<file path="src/rtl/ibf_pkg.sv">
// Shared defaults, complex-word types and the b-output range reduction for the inverse butterfly.
// Defining IBF_SAT_EN makes sat_or_wrap clamp; otherwise it wraps (two's complement).
package ibf_pkg;

  localparam int unsigned IbfDw     = 16;
  localparam int unsigned IbfTwFrac = 15;

  typedef struct packed {
    logic signed [IbfDw-1:0] re;
    logic signed [IbfDw-1:0] im;
  } cplx_t;

  typedef struct packed {
    logic signed [IbfDw:0] re;
    logic signed [IbfDw:0] im;
  } cplx_wide_t;

  // Reduce a sign-extended value to dw bits; the result is sign-extended back to 64 bits.
  function automatic logic signed [63:0] sat_or_wrap(input logic signed [63:0] v,
                                                     input int unsigned       dw);
    logic signed [63:0] r;
`ifdef IBF_SAT_EN
    logic signed [63:0] hi;
    logic signed [63:0] lo;
    hi = (64'sd1 <<< (dw - 1)) - 64'sd1;
    lo = ~hi;
    if (v > hi) begin
      r = hi;
    end else if (v < lo) begin
      r = lo;
    end else begin
      r = v;
    end
`else
    r = (v <<< (64 - dw)) >>> (64 - dw);
`endif
    return r;
  endfunction

endpackage

</file>
<file path="src/rtl/ibf_cmul_conj.sv">
// Registered conjugate-twiddle multiply: pr = dr*wr + di*wi, pi = di*wr - dr*wi.
// wi is only ever used through the sign of its terms, so a -2^(DW-1) twiddle cannot overflow.
module ibf_cmul_conj
  import ibf_pkg::*;
#(
  parameter int unsigned DW = IbfDw
) (
  input  logic                  clk_i,
  input  logic                  rst_ni,
  input  logic                  en_i,
  input  logic signed [DW:0]    dr_i,
  input  logic signed [DW:0]    di_i,
  input  logic [2*DW-1:0]       w_i,
  output logic signed [2*DW+1:0] pr_o,
  output logic signed [2*DW+1:0] pi_o
);

  localparam int unsigned PW = 2*DW + 2;

  logic signed [PW-1:0] dr_x, di_x, wr_x, wi_x;
  logic signed [PW-1:0] m_rr, m_ii, m_ir, m_ri;
  logic signed [PW-1:0] pr_d, pi_d;

  assign dr_x = {{(DW+1){dr_i[DW]}}, dr_i};
  assign di_x = {{(DW+1){di_i[DW]}}, di_i};
  assign wr_x = {{(DW+2){w_i[2*DW-1]}}, w_i[2*DW-1:DW]};
  assign wi_x = {{(DW+2){w_i[DW-1]}}, w_i[DW-1:0]};

  always_comb begin
    m_rr = dr_x * wr_x;
    m_ii = di_x * wi_x;
    m_ir = di_x * wr_x;
    m_ri = dr_x * wi_x;
    pr_d = m_rr + m_ii;
    pi_d = m_ir - m_ri;
  end

  always_ff @(posedge clk_i or negedge rst_ni) begin
    if (!rst_ni) begin
      pr_o <= '0;
      pi_o <= '0;
    end else if (en_i) begin
      pr_o <= pr_d;
      pi_o <= pi_d;
    end
  end

endmodule

</file>
<file path="src/rtl/ibutterfly_pipe.sv">
// Three-stage inverse radix-2 butterfly: a = (x0+x1)/2, b = conj(w)*(x0-x1)/2, valid/ready.
// Build with IBF_SAT_EN to clamp b components instead of wrapping them.
module ibutterfly_pipe
  import ibf_pkg::*;
#(
  parameter int unsigned DW      = IbfDw,
  parameter int unsigned TW_FRAC = IbfTwFrac
) (
  input  logic            clk,
  input  logic            rst_n,
  input  logic            in_valid,
  output logic            in_ready,
  input  logic [2*DW-1:0] x0,
  input  logic [2*DW-1:0] x1,
  input  logic [2*DW-1:0] w,
  output logic            out_valid,
  input  logic            out_ready,
  output logic [2*DW-1:0] a,
  output logic [2*DW-1:0] b
);

  localparam int unsigned PW = 2*DW + 2;

  logic adv;

  logic signed [DW:0]   x0r, x0i, x1r, x1i;
  logic                 v1_q;
  logic signed [DW:0]   sr_q, si_q, dr_q, di_q;
  logic [2*DW-1:0]      w1_q;

  logic                 v2_q;
  logic signed [DW:0]   sr2_q, si2_q;
  logic signed [PW-1:0] pr_q, pi_q;

  logic                 v3_q;
  logic [2*DW-1:0]      a_q, b_q;
  logic [DW-1:0]        are_d, aim_d, bre_d, bim_d;
  logic signed [PW-1:0] br_sh, bi_sh;

  // The whole pipe moves as one; bubbles are kept rather than squeezed out.
  assign adv       = out_ready || !v3_q;
  assign in_ready  = adv;
  assign out_valid = v3_q;
  assign a         = a_q;
  assign b         = b_q;

  assign x0r = {x0[2*DW-1], x0[2*DW-1:DW]};
  assign x0i = {x0[DW-1], x0[DW-1:0]};
  assign x1r = {x1[2*DW-1], x1[2*DW-1:DW]};
  assign x1i = {x1[DW-1], x1[DW-1:0]};

  always_ff @(posedge clk or negedge rst_n) begin
    if (!rst_n) begin
      v1_q <= 1'b0;
      sr_q <= '0;
      si_q <= '0;
      dr_q <= '0;
      di_q <= '0;
      w1_q <= '0;
    end else if (adv) begin
      v1_q <= in_valid;
      sr_q <= x0r + x1r;
      si_q <= x0i + x1i;
      dr_q <= x0r - x1r;
      di_q <= x0i - x1i;
      w1_q <= w;
    end
  end

  ibf_cmul_conj #(
    .DW(DW)
  ) u_cmul (
    .clk_i  (clk),
    .rst_ni (rst_n),
    .en_i   (adv),
    .dr_i   (dr_q),
    .di_i   (di_q),
    .w_i    (w1_q),
    .pr_o   (pr_q),
    .pi_o   (pi_q)
  );

  always_ff @(posedge clk or negedge rst_n) begin
    if (!rst_n) begin
      v2_q  <= 1'b0;
      sr2_q <= '0;
      si2_q <= '0;
    end else if (adv) begin
      v2_q  <= v1_q;
      sr2_q <= sr_q;
      si2_q <= si_q;
    end
  end

  // Halving a DW+1 sum always fits DW bits; b needs range reduction.
  always_comb begin
    are_d = DW'(sr2_q >>> 1);
    aim_d = DW'(si2_q >>> 1);
    br_sh = pr_q >>> (TW_FRAC + 1);
    bi_sh = pi_q >>> (TW_FRAC + 1);
    bre_d = DW'(sat_or_wrap(64'(br_sh), DW));
    bim_d = DW'(sat_or_wrap(64'(bi_sh), DW));
  end

  always_ff @(posedge clk or negedge rst_n) begin
    if (!rst_n) begin
      v3_q <= 1'b0;
      a_q  <= '0;
      b_q  <= '0;
    end else if (adv) begin
      v3_q <= v2_q;
      a_q  <= {are_d, aim_d};
      b_q  <= {bre_d, bim_d};
    end
  end

endmodule

</file>
<file path="config.mk">
export PLATFORM = sky130hd
export DESIGN_NAME = ibutterfly_pipe
export DESIGN_NICKNAME = d
export VERILOG_FILES = /design/src/rtl/ibf_pkg.sv /design/src/rtl/ibf_cmul_conj.sv /design/src/rtl/ibutterfly_pipe.sv
export SDC_FILE = /design/constraint.sdc
export NUM_CORES = 2
export LEC_CHECK = 0
export BUFFER_PORTS_ARGS = -buffer_cell sky130_fd_sc_hd__buf_2
export CORE_ASPECT_RATIO = 1.5
export CORE_MARGIN = 2
export CORE_UTILIZATION = 65
export CTS_CLUSTER_DIAMETER = 120
export DETAILED_ROUTE_END_ITERATION = 6
export PLACE_DENSITY = 0.91
export SLEW_MARGIN = 0
export SYNTH_ARGS = -nofsm -noshare
export SYNTH_HDL_FRONTEND = slang
export SYNTH_HIERARCHICAL = 1
export SYNTH_SLANG_ARGS = --single-unit
</file>
<file path="constraint.sdc">
create_clock -name clk -period 11.1 [get_ports clk]
set_clock_uncertainty 0.2 [all_clocks]
set_input_delay 0.555 -clock clk [delete_from_list [all_inputs] [get_ports clk]]
set_output_delay 0.555 -clock clk [all_outputs]
set_load 0.02 [all_outputs]
</file>
==> results.sh <==
export IMPL_whs_ps=44.7
export IMPL_post_cts_resized=0
export IMPL_reg2reg_depth=29
export IMPL_path_clk_slew_ps=80
export IMPL_rsz0062_at_grt="no"
export IMPL_fin_crit_ps=9430
export IMPL_fmax_mhz=106
export IMPL_postCtsHoldBufs=28
export IMPL_cp_max_fo=35
export IMPL_end_kind="flop"
export IMPL_vias=42300
export IMPL_crit_path_frequent_cell="fa_1"
export IMPL_worst_r2r_endpoint="u_cmul/pi_o[31]$_DFFE_PN0P_"
export IMPL_reg2reg_from="w1_q[18]$_DFFE_PN0P_"
export IMPL_grtUsageMet1=0.385
export IMPL_netlist_area_sq_um=53500
export IMPL_clockBufferDepth=3
export IMPL_dp_slack_ps=1940
export IMPL_crit_buf_inv=3
export IMPL_syn_nets=7643
export IMPL_grt_remaining_overflow=0
export IMPL_hold_viol=0
export IMPL_critical_path_top_delay_family="adder cells"
export IMPL_die_w_um=238
export IMPL_slowest_stage="dfrtp_1"
export IMPL_nFillCells=5441
export IMPL_antenna_found_initial=1
export IMPL_postCtsSetupBuffers=0
export IMPL_violations="design-rule violations"
export IMPL_diodes=0
export IMPL_hp_class="input pin to flop"
export IMPL_use_met3=0.0759
export IMPL_tns_ps=0
export IMPL_cts_root_buf="clkbuf_16"
export IMPL_required_ps=11420
export IMPL_finalMaxSlewViolations=0
export IMPL_final_core_util=0.691
export IMPL_setup_slack_ps=1670
export IMPL_grt_usage=0.360
export IMPL_ys_warn_count=6
export IMPL_busiest_layer="met2"
export IMPL_synth_area_per_cell_sq_um=8.96
export IMPL_place_gp_congestion=0.941
export IMPL_tritoncts="done"
export IMPL_grt_max_degree=198
export IMPL_met2_usage=0.593
export IMPL_cap_violations=0
export IMPL_avgViaCountPerCell=6.03
export IMPL_status="finished, violations left"
export IMPL_critPathMaxStageDelay_ps=1260
export IMPL_clock_sinks=229
export IMPL_rows=128
export IMPL_hpwlAfterDp_um=111000
export IMPL_cts_buffers=27
export IMPL_ctsHtreeMaxLevel=1
export IMPL_setup_viol=0
export IMPL_slew_headroom=0.0846
export IMPL_grt_pass1_wl_um=237000
export IMPL_seq_area_sq_um=5730
export IMPL_ioPinCount=166
export IMPL_grt_pass1_vias=47200
export IMPL_reg2reg_slack_ps=1670
export IMPL_avgRoutedWirePerCell_um=21.0
export IMPL_drive_gt1_frac=0.0556
export IMPL_clkLatencyLatePin_ps=660
export IMPL_worst_slew_pin_slew_ps=1370
export IMPL_dr_pass1_iters=7
export IMPL_ant_nets=0
export IMPL_dieArea_sq_um=84600
export IMPL_path_class="flop to flop"
export IMPL_initial_core_util=0.657
export IMPL_worstSetupStartpointType="flop"
export IMPL_period_share=0.850
export IMPL_core_area_sq_um=81400
export IMPL_dieHeight_um=355
export IMPL_numPortBuffers=165
export IMPL_multi_input_area_sq_um=41700
export IMPL_cp_arrival_ps=9750
export IMPL_syn_inst=5970
export IMPL_drt_wl_total_um=148000
export IMPL_final_nets=7640
export IMPL_crit_end="u_cmul/pi_o[31]$_DFFE_PN0P_"
export IMPL_areaGrowthSynthToFinish_pct=5.15
export IMPL_drc=3
export IMPL_crit_path_start="w1_q[18]$_DFFE_PN0P_"
export IMPL_critical_path_cell_count=29
export IMPL_drt_initial_drc_count=3845
metal layers:
metal	vias to the layer above	wire, um
met4	2	17300
li1	17600	-
met1	21100	46200
met2	2651	71400
met3	996	12800
met5	-	13
placed cells by master, fill, tap and decap left out, types with 16 or more instances in the layout:
cell type,instances
a211oi_1,23
a21o_1,40
a21oi_1,136
a31oi_1,22
and2_1,414
buf_2,164
buf_4,70
clkbuf_16,27
dfrtp_1,229
dlygate4sd3_1,28
fa_1,1159
ha_1,414
inv_1,1320
mux2_2,21
nand2_1,1125
nand2b_1,62
nand3_1,41
nor2_1,155
nor2b_1,27
nor3_1,26
o211ai_1,20
o21a_1,28
o21ai_0,100
o21bai_1,16
xnor2_1,68
xor2_1,33
flip-flops by register name, summed over array words and instances (netlist names), 17 cells and up:
name	count
w1_q	32
a	32
dr_q	17
b	32
di_q	17
per-stage QoR:
stage,cell area (sq um),std cells
after floorplan,53500,5970
after global placement,55000,6950
after detailed placement,55000,6950
after CTS,56200,7027
after global routing,56200,7027
final,56200,7027
worst min-delay path by stage:
stage | slack [ps] | start | end | cells after the start
finish | 40 | w[1] | w1_q[1]$_DFFE_PN0P_ | 3
global route | 30 | w[1] | w1_q[1]$_DFFE_PN0P_ | 3
CTS | 5 | w[25] | w1_q[25]$_DFFE_PN0P_ | 3
detailed placement | 250 | b[28]$_DFFE_PN0P_ | b[28]$_DFFE_PN0P_ | 2
global placement | 240 | v2_q$_DFFE_PN0P_ | v2_q$_DFFE_PN0P_ | 2
floorplan | 60 | rst_n | a[0]$_DFFE_PN0P_ | 0
area by class of cell:
class / instances / area share
inverter: 1323 / 0.0884
sequential: 229 / 0.102
multi-input combinational: 4122 / 0.741
timing repair buffer: 264 / 0.0295
clock inverter: 17 / 0.00356
clock buffer: 32 / 0.0127
tap: 1040 / 0.0231
worst min-delay path: cells and delay by family:
family,cells,cell delay (ps)
AND/OR/NAND/NOR,2,180
buffers and inverters,1,90
Power is left out: the tool's default activity adds up to more than one toggle a clock period on the data nets, which glitch-free logic cannot reach.
